`src/rtl/axi_console_pkg.sv`:
```
// Shared definitions for the AXI4-lite console: register map, STATUS layout,
// UART state encoding and the STATUS packing helpers.
package axi_console_pkg;

    localparam logic [1:0] OFF_TXDATA = 2'd0;
    localparam logic [1:0] OFF_STATUS = 2'd1;
    localparam logic [1:0] OFF_PASS   = 2'd2;
    localparam logic [1:0] OFF_RSVD   = 2'd3;

    localparam int ST_BIT_FULL  = 0;
    localparam int ST_BIT_EMPTY = 1;
    localparam int ST_BIT_BUSY  = 2;
    localparam int ST_BIT_OVF   = 3;
    localparam int ST_COUNT_LSB = 8;

    typedef enum logic [1:0] {
        UART_IDLE  = 2'd0,
        UART_START = 2'd1,
        UART_DATA  = 2'd2,
        UART_STOP  = 2'd3
    } uart_state_t;

    function automatic logic [7:0] sat_count8(input logic [8:0] count);
        if (count > 9'd255) begin
            return 8'hFF;
        end else begin
            return count[7:0];
        end
    endfunction

    function automatic logic [31:0] pack_status(input logic [7:0] count, input logic ovf,
                                                input logic busy, input logic empty,
                                                input logic full);
        logic [31:0] s;
        s = 32'd0;
        s[ST_COUNT_LSB +: 8] = count;
        s[ST_BIT_OVF]        = ovf;
        s[ST_BIT_BUSY]       = busy;
        s[ST_BIT_EMPTY]      = empty;
        s[ST_BIT_FULL]       = full;
        return s;
    endfunction

endpackage

```
`src/rtl/axi_console_fifo.sv`:
```
// Byte FIFO feeding the UART transmitter; power-of-two depth, show-ahead read.
module axi_console_fifo
    import axi_console_pkg::*;
#(
    parameter int DEPTH = 16
) (
    input  logic                       clk,
    input  logic                       resetn,
    input  logic                       i_push,
    input  logic                       i_pop,
    input  logic [7:0]                 i_data,
    output logic [7:0]                 o_data,
    output logic                       o_full,
    output logic                       o_empty,
    output logic [$clog2(DEPTH):0]     o_count
);

    localparam int AW = $clog2(DEPTH);

    logic [7:0]    r_mem [DEPTH];
    logic [AW-1:0] r_wr_ptr;
    logic [AW-1:0] r_rd_ptr;
    logic [AW:0]   r_count;
    logic          w_push;
    logic          w_pop;

    assign o_full  = (r_count == (AW+1)'(DEPTH));
    assign o_empty = (r_count == '0);
    assign o_count = r_count;
    assign o_data  = r_mem[r_rd_ptr];
    assign w_push  = i_push && !o_full;
    assign w_pop   = i_pop && !o_empty;

    // Storage array, written only on an accepted push.
    always_ff @(posedge clk) begin
        if (w_push) begin
            r_mem[r_wr_ptr] <= i_data;
        end
    end

    // Pointers wrap naturally at the power-of-two depth.
    always_ff @(posedge clk or negedge resetn) begin
        if (!resetn) begin
            r_wr_ptr <= '0;
            r_rd_ptr <= '0;
            r_count  <= '0;
        end else begin
            if (w_push) begin
                r_wr_ptr <= r_wr_ptr + AW'(1'b1);
            end
            if (w_pop) begin
                r_rd_ptr <= r_rd_ptr + AW'(1'b1);
            end
            case ({w_push, w_pop})
                2'b10:   r_count <= r_count + (AW+1)'(1'b1);
                2'b01:   r_count <= r_count - (AW+1)'(1'b1);
                default: r_count <= r_count;
            endcase
        end
    end

endmodule

```
`src/rtl/axi_console.sv`:
```
// AXI4-lite test console: TXDATA bytes go through a FIFO to an 8N1 UART,
// STATUS reports FIFO/UART state, PASS sets a sticky tests_passed flag.
module axi_console
    import axi_console_pkg::*;
#(
    parameter int          CLK_DIV    = 16,
    parameter int          FIFO_DEPTH = 16,
    parameter logic [31:0] PASS_MAGIC = 32'd123456789
) (
    input  logic        clk,
    input  logic        resetn,
    input  logic        mem_axi_awvalid,
    output logic        mem_axi_awready,
    input  logic [31:0] mem_axi_awaddr,
    input  logic [2:0]  mem_axi_awprot,
    input  logic        mem_axi_wvalid,
    output logic        mem_axi_wready,
    input  logic [31:0] mem_axi_wdata,
    input  logic [3:0]  mem_axi_wstrb,
    output logic        mem_axi_bvalid,
    input  logic        mem_axi_bready,
    input  logic        mem_axi_arvalid,
    output logic        mem_axi_arready,
    input  logic [31:0] mem_axi_araddr,
    input  logic [2:0]  mem_axi_arprot,
    output logic        mem_axi_rvalid,
    input  logic        mem_axi_rready,
    output logic [31:0] mem_axi_rdata,
    output logic        uart_tx,
    output logic        tests_passed
);

    localparam int          AW       = $clog2(FIFO_DEPTH);
    localparam logic [15:0] DIV_LAST = 16'(CLK_DIV - 1);

    logic        r_aw_held, r_w_held, r_bvalid;
    logic [1:0]  r_awaddr;
    logic [31:0] r_wdata;
    logic [3:0]  r_wstrb;
    logic        r_rvalid;
    logic [31:0] r_rdata;
    logic        r_overflow, r_tests_passed;
    uart_state_t r_state;
    logic [15:0] r_div_cnt;
    logic [2:0]  r_bit_idx;
    logic [7:0]  r_shift;
    logic        r_uart_tx;

    logic        w_aw_hs, w_w_hs, w_ar_hs, w_commit;
    logic [1:0]  w_wr_off;
    logic [31:0] w_wr_data;
    logic [3:0]  w_wr_strb;
    logic        w_push_req, w_push, w_pass_hit, w_pop, w_tx_busy;
    logic [7:0]  w_fifo_data;
    logic        w_fifo_full, w_fifo_empty;
    logic [AW:0] w_fifo_count;
    logic [8:0]  w_count9;
    logic [31:0] w_status, w_rd_value;
    logic        w_unused;

    assign mem_axi_awready = !r_aw_held && !r_bvalid;
    assign mem_axi_wready  = !r_w_held && !r_bvalid;
    assign mem_axi_arready = !r_rvalid;
    assign mem_axi_bvalid  = r_bvalid;
    assign mem_axi_rvalid  = r_rvalid;
    assign mem_axi_rdata   = r_rdata;
    assign uart_tx         = r_uart_tx;
    assign tests_passed    = r_tests_passed;

    assign w_aw_hs   = mem_axi_awvalid && mem_axi_awready;
    assign w_w_hs    = mem_axi_wvalid && mem_axi_wready;
    assign w_ar_hs   = mem_axi_arvalid && mem_axi_arready;
    assign w_commit  = (r_aw_held || w_aw_hs) && (r_w_held || w_w_hs);
    assign w_wr_off  = r_aw_held ? r_awaddr : mem_axi_awaddr[3:2];
    assign w_wr_data = r_w_held ? r_wdata : mem_axi_wdata;
    assign w_wr_strb = r_w_held ? r_wstrb : mem_axi_wstrb;
    assign w_push    = w_push_req && !w_fifo_full;
    assign w_pop     = (r_state == UART_IDLE) && !w_fifo_empty;
    assign w_tx_busy = (r_state != UART_IDLE);
    assign w_status  = pack_status(sat_count8(w_count9), r_overflow, w_tx_busy,
                                   w_fifo_empty, w_fifo_full);
    assign w_unused  = ^{mem_axi_awprot, mem_axi_arprot, mem_axi_awaddr[31:4],
                         mem_axi_awaddr[1:0], mem_axi_araddr[31:4], mem_axi_araddr[1:0]};

    // Decode the committed write into FIFO push and PASS hit strobes.
    always_comb begin
        w_push_req = 1'b0;
        w_pass_hit = 1'b0;
        if (w_commit) begin
            case (w_wr_off)
                OFF_TXDATA: w_push_req = w_wr_strb[0];
                OFF_PASS:   w_pass_hit = (w_wr_data == PASS_MAGIC) && (w_wr_strb == 4'hF);
                OFF_STATUS, OFF_RSVD: begin
                    w_push_req = 1'b0;
                    w_pass_hit = 1'b0;
                end
                default: begin
                    w_push_req = 1'b0;
                    w_pass_hit = 1'b0;
                end
            endcase
        end else begin
            w_push_req = 1'b0;
            w_pass_hit = 1'b0;
        end
    end

    // Widen the FIFO count to a fixed 9 bits for STATUS saturation.
    always_comb begin
        w_count9        = 9'd0;
        w_count9[AW:0]  = w_fifo_count;
    end

    // Read-data mux for the accepted read address.
    always_comb begin
        case (mem_axi_araddr[3:2])
            OFF_STATUS: w_rd_value = w_status;
            default:    w_rd_value = 32'd0;
        endcase
    end

    // Write channel: address and data may arrive in either order.
    always_ff @(posedge clk or negedge resetn) begin
        if (!resetn) begin
            r_aw_held <= 1'b0;
            r_w_held  <= 1'b0;
            r_awaddr  <= 2'd0;
            r_wdata   <= 32'd0;
            r_wstrb   <= 4'd0;
            r_bvalid  <= 1'b0;
        end else if (w_commit) begin
            r_aw_held <= 1'b0;
            r_w_held  <= 1'b0;
            r_bvalid  <= 1'b1;
        end else begin
            if (w_aw_hs) begin
                r_aw_held <= 1'b1;
                r_awaddr  <= mem_axi_awaddr[3:2];
            end
            if (w_w_hs) begin
                r_w_held <= 1'b1;
                r_wdata  <= mem_axi_wdata;
                r_wstrb  <= mem_axi_wstrb;
            end
            if (r_bvalid && mem_axi_bready) begin
                r_bvalid <= 1'b0;
            end
        end
    end

    // Read channel plus sticky flags; a new overflow beats a STATUS-read clear.
    always_ff @(posedge clk or negedge resetn) begin
        if (!resetn) begin
            r_rvalid       <= 1'b0;
            r_rdata        <= 32'd0;
            r_overflow     <= 1'b0;
            r_tests_passed <= 1'b0;
        end else begin
            if (w_ar_hs) begin
                r_rvalid <= 1'b1;
                r_rdata  <= w_rd_value;
            end else if (r_rvalid && mem_axi_rready) begin
                r_rvalid <= 1'b0;
            end
            if (w_push_req && w_fifo_full) begin
                r_overflow <= 1'b1;
            end else if (w_ar_hs && (mem_axi_araddr[3:2] == OFF_STATUS)) begin
                r_overflow <= 1'b0;
            end
            if (w_pass_hit) begin
                r_tests_passed <= 1'b1;
            end
        end
    end

    // UART transmitter: line value is registered at each state/bit boundary.
    always_ff @(posedge clk or negedge resetn) begin
        if (!resetn) begin
            r_state   <= UART_IDLE;
            r_div_cnt <= 16'd0;
            r_bit_idx <= 3'd0;
            r_shift   <= 8'd0;
            r_uart_tx <= 1'b1;
        end else begin
            case (r_state)
                UART_IDLE: begin
                    r_uart_tx <= 1'b1;
                    if (!w_fifo_empty) begin
                        r_shift   <= w_fifo_data;
                        r_div_cnt <= 16'd0;
                        r_uart_tx <= 1'b0;
                        r_state   <= UART_START;
                    end
                end
                UART_START: begin
                    if (r_div_cnt == DIV_LAST) begin
                        r_div_cnt <= 16'd0;
                        r_bit_idx <= 3'd0;
                        r_uart_tx <= r_shift[0];
                        r_shift   <= {1'b0, r_shift[7:1]};
                        r_state   <= UART_DATA;
                    end else begin
                        r_div_cnt <= r_div_cnt + 16'd1;
                    end
                end
                UART_DATA: begin
                    if (r_div_cnt == DIV_LAST) begin
                        r_div_cnt <= 16'd0;
                        if (r_bit_idx == 3'd7) begin
                            r_uart_tx <= 1'b1;
                            r_state   <= UART_STOP;
                        end else begin
                            r_bit_idx <= r_bit_idx + 3'd1;
                            r_uart_tx <= r_shift[0];
                            r_shift   <= {1'b0, r_shift[7:1]};
                        end
                    end else begin
                        r_div_cnt <= r_div_cnt + 16'd1;
                    end
                end
                UART_STOP: begin
                    if (r_div_cnt == DIV_LAST) begin
                        r_div_cnt <= 16'd0;
                        r_state   <= UART_IDLE;
                    end else begin
                        r_div_cnt <= r_div_cnt + 16'd1;
                    end
                end
                default: begin
                    r_uart_tx <= 1'b1;
                    r_state   <= UART_IDLE;
                end
            endcase
        end
    end

    axi_console_fifo #(
        .DEPTH (FIFO_DEPTH)
    ) u_fifo (
        .clk     (clk),
        .resetn  (resetn),
        .i_push  (w_push),
        .i_pop   (w_pop),
        .i_data  (w_wr_data[7:0]),
        .o_data  (w_fifo_data),
        .o_full  (w_fifo_full),
        .o_empty (w_fifo_empty),
        .o_count (w_fifo_count)
    );

endmodule

```
`config.mk`:
```
export PLATFORM = sky130hd
export DESIGN_NAME = axi_console
export DESIGN_NICKNAME = d
export VERILOG_FILES = /design/src/rtl/axi_console_pkg.sv /design/src/rtl/axi_console_fifo.sv /design/src/rtl/axi_console.sv
export SDC_FILE = /design/constraint.sdc
export NUM_CORES = 1
export LEC_CHECK = 0
export ABC_AREA = 1
export BUFFER_PORTS_ARGS = -buffer_cell sky130_fd_sc_hd__buf_4
export CORE_ASPECT_RATIO = 1.1
export CORE_MARGIN = 2
export CORE_UTILIZATION = 44
export CTS_CLUSTER_DIAMETER = 80
export DETAILED_ROUTE_END_ITERATION = 10
export GPL_TIMING_DRIVEN = 0
export SYNTH_ARGS = -nofsm -noshare
export SYNTH_HDL_FRONTEND = slang
export SYNTH_SLANG_ARGS = --single-unit
export TNS_END_PERCENT = 50
```
`constraint.sdc`:
```
create_clock -name clk -period 6.25 [get_ports clk]
set_input_delay 0 -clock clk [delete_from_list [all_inputs] [get_ports clk]]
set_output_delay 0 -clock clk [all_outputs]
set_load 0.005 [all_outputs]
```
==> results of run 1 <==
## final cells by class
| type | count | share of cell area (%) |
|---|---|---|
| timing repair buffer | 114 | 7.78 |
| sequential | 224 | 48.2 |
| tap | 305 | 2.95 |
| multi-input combinational | 729 | 27.8 |
| clock inverter | 7 | 0.889 |
| buffer | 62 | 3.11 |
| inverter | 147 | 4.30 |
| clock buffer | 35 | 4.95 |
## logic make-up (layout without fill, tap and decap cells)
| logic type | count (synthesis) | after routing | share of synthesized area [%] |
|---|---|---|---|
| muxes | 14 | 14 | 1.96 |
| xor gates and xnor gates | 15 | 15 | 1.23 |
| and+or+nand+nor | 583 | 583 | 23.7 |
| DFF | 224 | 224 | 58.3 |
| buffers and inverters | 209 | 365 | 8.96 |
| adders and majority gates | 16 | 16 | 1.87 |
| AOI/OAI and AO/OA | 78 | 78 | 3.89 |
| other | 1 | 23 | 0.0350 |
## power groups by stage
stage	Clock, mW	Sequential (mW)	Combinational, mW
after floorplan	0	1.94	0.529
after global placement	0	1.98	0.740
after detailed placement	0	1.97	0.775
after CTS	1.41	1.95	0.812
after global routing	1.47	1.97	0.902
final	1.38	1.95	0.810
## registers in the layout, indices dropped and copies added (netlist names), 2 cells and up
name,flops
u_fifo.r_rd_ptr,4
u_fifo.r_mem,128
r_shift,8
r_wstrb,4
r_bit_idx,3
u_fifo.o_count,5
u_fifo.r_wr_ptr,4
r_awaddr,2
r_state,2
mem_axi_rdata,9
r_div_cnt,16
r_wdata,32
## worst max-delay path, delay by kind of cell, from the launching register on
| family | cells | cell delay [ns] |
|---|---|---|
| XOR/XNOR | 1 | 0.16 |
| flip-flops | 1 | 0.49 |
| adder cells (fa/ha/maj) | 2 | 0.40 |
| AND/OR/NAND/NOR | 10 | 1.01 |
| buffers and inverters | 1 | 0.17 |
| AO/OA/AOI/OAI | 2 | 0.45 |
## timing repair
action	4_1_cts	5_1_grt
hold buffers	47	1
resized for setup	0	0
hold endpoints to repair	145	1
## final timing paths
check	to	slack [ns]	start	cells past startpoint
setup / recovery	u_fifo.o_count[4]	3.45	r_w_held	16
hold / removal	r_aw_held	0.008	mem_axi_wvalid	4
setup reg to reg	u_fifo.o_count[4]	3.45	r_w_held	16
hold reg to reg	r_shift[3]	0.48	r_shift[3]	2
max in group asynchronous	r_wdata[5]	5.22	resetn	4
min in group asynchronous	r_bit_idx[1]	0.37	resetn	3
## cell usage after synthesis (5+ instances only)
| library cell | instances |
|---|---|
| nand2_1 | 346 |
| nand4_1 | 16 |
| edfxtp_1 | 128 |
| o21ai_0 | 37 |
| buf_4 | 25 |
| inv_1 | 143 |
| a21oi_1 | 10 |
| nand2_4 | 5 |
| ha_1 | 16 |
| nor2_1 | 69 |
| nand3_1 | 115 |
| xnor2_1 | 6 |
| buf_2 | 19 |
| mux2_4 | 14 |
| buf_6 | 7 |
| dfrtp_1 | 95 |
| xor2_1 | 9 |
| nor3_1 | 13 |
| o21ai_1 | 20 |
| clkbuf_1 | 8 |
## metrics by stage
step	total power [mW]	hold slack, ns
detailed placement	2.75	0.189
CTS	4.17	0.0124
global route	4.34	0.0442
finish	4.14	0.00765
global placement	2.72	0.190
floorplan	2.47	-0.296
## routing by layer
layer	wire, um	vias up
met5	0	-
met1	10900	3688
met3	1510	62
met4	1010	0
li1	-	3967
met2	11800	257
==> reports/metrics.yaml, run 1 <==
grt:
  grt_util_met1_pct: 26.4
  antenna_found_initial: 0
  grt_pass1_wl_um: 40300
  grtUsageTotal_pct: 19.8
  grt_util_met3_pct: 2.67
  grt-busiest-layer: "met2"
  grt_overflow: 0
  first_global_vias: 7701
  grt_max_degree: 97
  use_met2_pct: 32.7
cells_and_area:
  layout-drive-gt1-share_pct: 14.3
  n_fill_cell: 2112
  finalNetCount: 1430
  fin_area_um2: 12900
  final_common_cell: "nand2_1"
  seq_area_um2: 6250
  final_cell_mix: "nand2_1 (346), inv_1 (143), edfxtp_1 (128), nand3_1 (115), dfrtp_1 (95)"
  fin_util_pct: 54.5
  antennaDiodeCount: 0
  synthToLayoutAreaGrowth_pct: 20.9
  stdcell_count: 1623
  multi_input_area_um2: 3600
synthesis:
  ys.flop_type: "edfxtp_1"
  syn-instance-count: 1140
  synth.top_cell.area_share_pct: 35.9
  synth_area_leaders: "edfxtp_1 (36%), dfrtp_1 (22%), nand2_1 (12%)"
  synth.yosys.warnings: 0
  ys_types: 41
  netlist_area_um2: 10700
  synth-edff-count: 128
  synth_area_leader_cell: "edfxtp_1"
  async_flop_share_pct: 42.9
  seq_area_frac_synth_pct: 58.3
  synth-seq-cells: 224
  avgSynthCellArea_um2: 9.40
clocking:
  root_buffer: "clkbuf_16"
  cts_sinks: 224
  numCtsBuffers: 23
  postCtsSetupRepairBufs: 0
  clockBufferDepth: 3
  htreeDepth: 1
  path_clk_slew_ns: 0.06
  cts_tree: "yes"
  clock_latency_ns: 0.51
worst_setup_path:
  cpMaxStageDelayCell: "dfrtp_1"
  cp.arrival_ns: 3.18
  worstSetupEndpointType: "flop"
  cp-start-kind: "flop"
  crit_chain: "o21ai_0 > nand2_1 > nor2_2 > nand3_4 > ha_1 > buf_2 > xor2_1 > ha_1 > nor2_1 > nor2_1 > nand2_1 > nand2_1 > nand2_1 > nand2_1 > nand2_1 > o21ai_0"
  critPathKind: "reg -> reg"
  path_max_fanout: 7
  cp_data_required_time_ns: 6.63
  slowest_delay_ns: 0.49
  cpMostUsedCell: "nand2_1"
place:
  dp_hpwl_um: 16900
  place_inst: 1532
  place_congestion: 0.849
  dpl_cell_area_um2: 11700
  port_buffers: 62
  pre_cts_slack_ns: 3.42
timing:
  finalCriticalPeriod_ns: 2.80
  finalCritPeriodShare_pct: 44.8
  tightest_slew_ns: 0.982
  slew_headroom_pct: 34.5
  setup_tns_ns: 0
  finalWorstSetupSlack_ns: 3.45
  setup_viol: 0
  hold_viol_final: 0
  fin_skew_ns: 0.00957
  slew_viol_final: 0
  rsz0062_at_grt: "false"
  fmax_ghz: 0.357
die:
  io_pins: 152
  rows: 59
  core_area_um2: 23800
  dieWidth_um: 153
  dieHeight_um: 168
  die_area_um2: 25600
  start_util_pct: 45.1
drt:
  vias: 7974
  first_pass_iters: 5
  drt_iter0_drc: 580
  wl_per_cell_um: 15.5
  routed_wirelength_um: 25200
  drt-vias-per-instance: 4.91
  ant_nets: 0
  drc: 0
pwr:
  ir_drop_mv: 0.216
  p_leak_nw: 5.98
  power_frac_comb_pct: 19.6
  power_density_nw_per_um2: 320
  p_clk_share_pct: 33.4
  seqPwrFrac_pct: 47.0
  p_switching_mw: 1.13
  power_switching_share_pct: 27.3
  p_int_mw: 3.01
run_status:
  status: "complete, no violations"
flow_run:
  cap_violations: 0
worst_hold_path:
  holdCritPathClass: "in -> reg"
Power figures use the tool's default switching activity.
==> run 2: changes to the inputs <==
--- a/config.mk
+++ b/config.mk
@@ -13,6 +13,7 @@
 export CTS_CLUSTER_DIAMETER = 80
 export DETAILED_ROUTE_END_ITERATION = 10
 export GPL_TIMING_DRIVEN = 0
+export PLACE_DENSITY = 0.66
 export SYNTH_ARGS = -nofsm -noshare
 export SYNTH_HDL_FRONTEND = slang
 export SYNTH_SLANG_ARGS = --single-unit
==> constraint.sdc (replaced) <==
create_clock -name clk -period 2.4 [get_ports clk]
set_input_delay 0 -clock clk [delete_from_list [all_inputs] [get_ports clk]]
set_output_delay 0 -clock clk [all_outputs]
set_load 0.005 [all_outputs]
==> reports/metrics.yaml, run 2 (same netlist as run 1, synthesis figures left out) <==
timing:
  finalCriticalPeriod_ns: 2.36
  rsz0062_at_grt: "true"
  fmax_ghz: 0.423
  setup_viol: 0
  setup_tns_ns: 0
  hold_viol_final: 0
  slew_viol_final: 0
  slew_headroom_pct: 34.9
  finalCritPeriodShare_pct: 98.4
  tightest_slew_ns: 0.976
  fin_skew_ns: 0.00951
cells_and_area:
  final_cell_mix: "nand2_1 (346), inv_1 (142), edfxtp_1 (128), nand3_1 (115), dfrtp_1 (93)"
  synthToLayoutAreaGrowth_pct: 21.4
  antennaDiodeCount: 0
  fin_util_pct: 54.7
  seq_area_um2: 6250
  largest_register_ffs: 128
  finalNetCount: 1430
  regMostFlops: "u_fifo.r_mem"
  n_fill_cell: 2088
  reg.largest.list: "u_fifo.r_mem: 128 flops, r_wdata: 32 flops, r_div_cnt: 16 flops"
  multi_input_area_um2: 3670
  fin_area_um2: 13000
  final_common_cell: "nand2_1"
  layout-drive-gt1-share_pct: 16.5
  stdcell_count: 1624
worst_hold_path:
  min_from: "mem_axi_arvalid"
  hold_path_end: "mem_axi_rdata[10]"
  holdCritPathClass: "in -> reg"
  min_path_cells: 5
grt:
  grt_pass1_wl_um: 40800
  grt_overflow: 0
  grt_max_degree: 97
  first_global_vias: 8051
  antenna_found_initial: 0
  grtUsageTotal_pct: 19.7
drt:
  first_pass_iters: 5
  wl_per_cell_um: 15.6
  ant_nets: 0
  routed_wirelength_um: 25300
  drt-vias-per-instance: 4.99
  vias: 8103
  drc: 0
  drt_iter0_drc: 584
clocking:
  cts_sinks: 224
  path_clk_slew_ns: 0.06
  root_buffer: "clkbuf_16"
  clockBufferDepth: 3
  htreeDepth: 1
  clock_latency_ns: 0.51
  cts_tree: "yes"
  numCtsBuffers: 24
worst_setup_path:
  rr_endpoint: "u_fifo.o_count[4]"
  path_max_fanout: 8
  cp_data_required_time_ns: 2.79
  critPathKind: "reg -> reg"
  worstSetupEndpointType: "flop"
  cp.arrival_ns: 2.76
  reg2reg_setup_slack_ns: 0.04
  r2r-start: "r_aw_held"
  cp-start-kind: "flop"
  cpMostUsedCell: "nand2_1"
  reg2reg_depth: 16
  cpMaxStageDelayCell: "dfrtp_1"
  crit_chain: "buf_4 > nor3_4 > nor2_4 > nor2_4 > nand3_4 > ha_4 > xor2_1 > ha_1 > nor2_1 > nor2_1 > nand2_1 > nand2_1 > nand2_1 > nand2_1 > nand2_1 > o21ai_0"
  slowest_delay_ns: 0.36
run_status:
  status: "complete, no violations"
die:
  rows: 59
  dieWidth_um: 153
  io_pins: 152
  start_util_pct: 45.1
  core_area_um2: 23800
  die_area_um2: 25600
  dieHeight_um: 168
pwr:
  power_density_nw_per_um2: 837
  ir_drop_mv: 0.613
  p_leak_nw: 5.98
  power_mw: 10.9
flow_run:
  cap_violations: 0
place:
  port_buffers: 62
  dp_hpwl_um: 16900
  place_inst: 1532
  place_congestion: 0.858
  dpl_cell_area_um2: 11700
==> run 2: where the power goes <==
part	leakage (nW)	total [mW]	internal, mW	switching, mW
registers	2.36	5.09	4.76	0.326
logic	3.25	2.19	0.917	1.27
clock network	0.372	3.61	2.12	1.49
==> run 2: final cells by class <==
type	count	share of cell area, %
Tap cell	305	2.94
Clock inverter	7	0.529
Sequential cell	224	48.1
Inverter	147	4.28
Timing Repair Buffer	114	7.52
Clock buffer	37	5.39
Buffer	61	3.06
Multi-Input combinational cell	729	28.2
==> run 2: repair_timing <==
item	in CTS	in global routing
gates resized for setup	11	20
endpoints found under the hold margin	146	0
hold buffers	44	0
pin swaps	8	0
setup endpoints to repair	132	116
buffers inserted	5	0
==> run 2: routing by layer <==
metal	global-route usage [%]	part of all wire, %	up-vias
met3	2.38	5.0	61
met5	0	0	-
met2	35.6	50	255
met1	24.9	42	3831
met4	5.88	2.8	0
li1	-	-	3956
==> run 2: worst max-delay path by stage <==
stage,from,endpoint,slack [ns],depth (start not counted)
2_1_floorplan,mem_axi_bvalid,u_fifo.o_count[4],0.04,16
3_3_place_gp,r_w_held,u_fifo.r_mem[4][5],-0.86,2
3_5_place_dp,r_w_held,u_fifo.o_count[4],-0.35,16
4_1_cts,u_fifo.o_count[0],u_fifo.o_count[4],-0.06,16
5_1_grt,u_fifo.o_count[0],u_fifo.o_count[4],-0.22,15
6_report,r_aw_held,u_fifo.o_count[4],0.04,16
==> run 2: critical path: cells and delay by family, from the launching register on <==
kind / cells / cell delay [ns]
compound gates: 1 / 0.07
xor+xnor: 1 / 0.16
fa+ha+maj: 2 / 0.42
buf+inv: 1 / 0.17
flops: 1 / 0.36
simple gates: 11 / 1.07
==> run 2: stage by stage <==
step	setup WS [ns]	hold slack (ns)
4_1_cts	-0.0579	0.0178
2_1_floorplan	0.0411	-0.296
6_report	0.0386	0.0157
5_1_grt	-0.223	0.0679
3_3_place_gp	-0.857	0.195
3_5_place_dp	-0.354	0.200
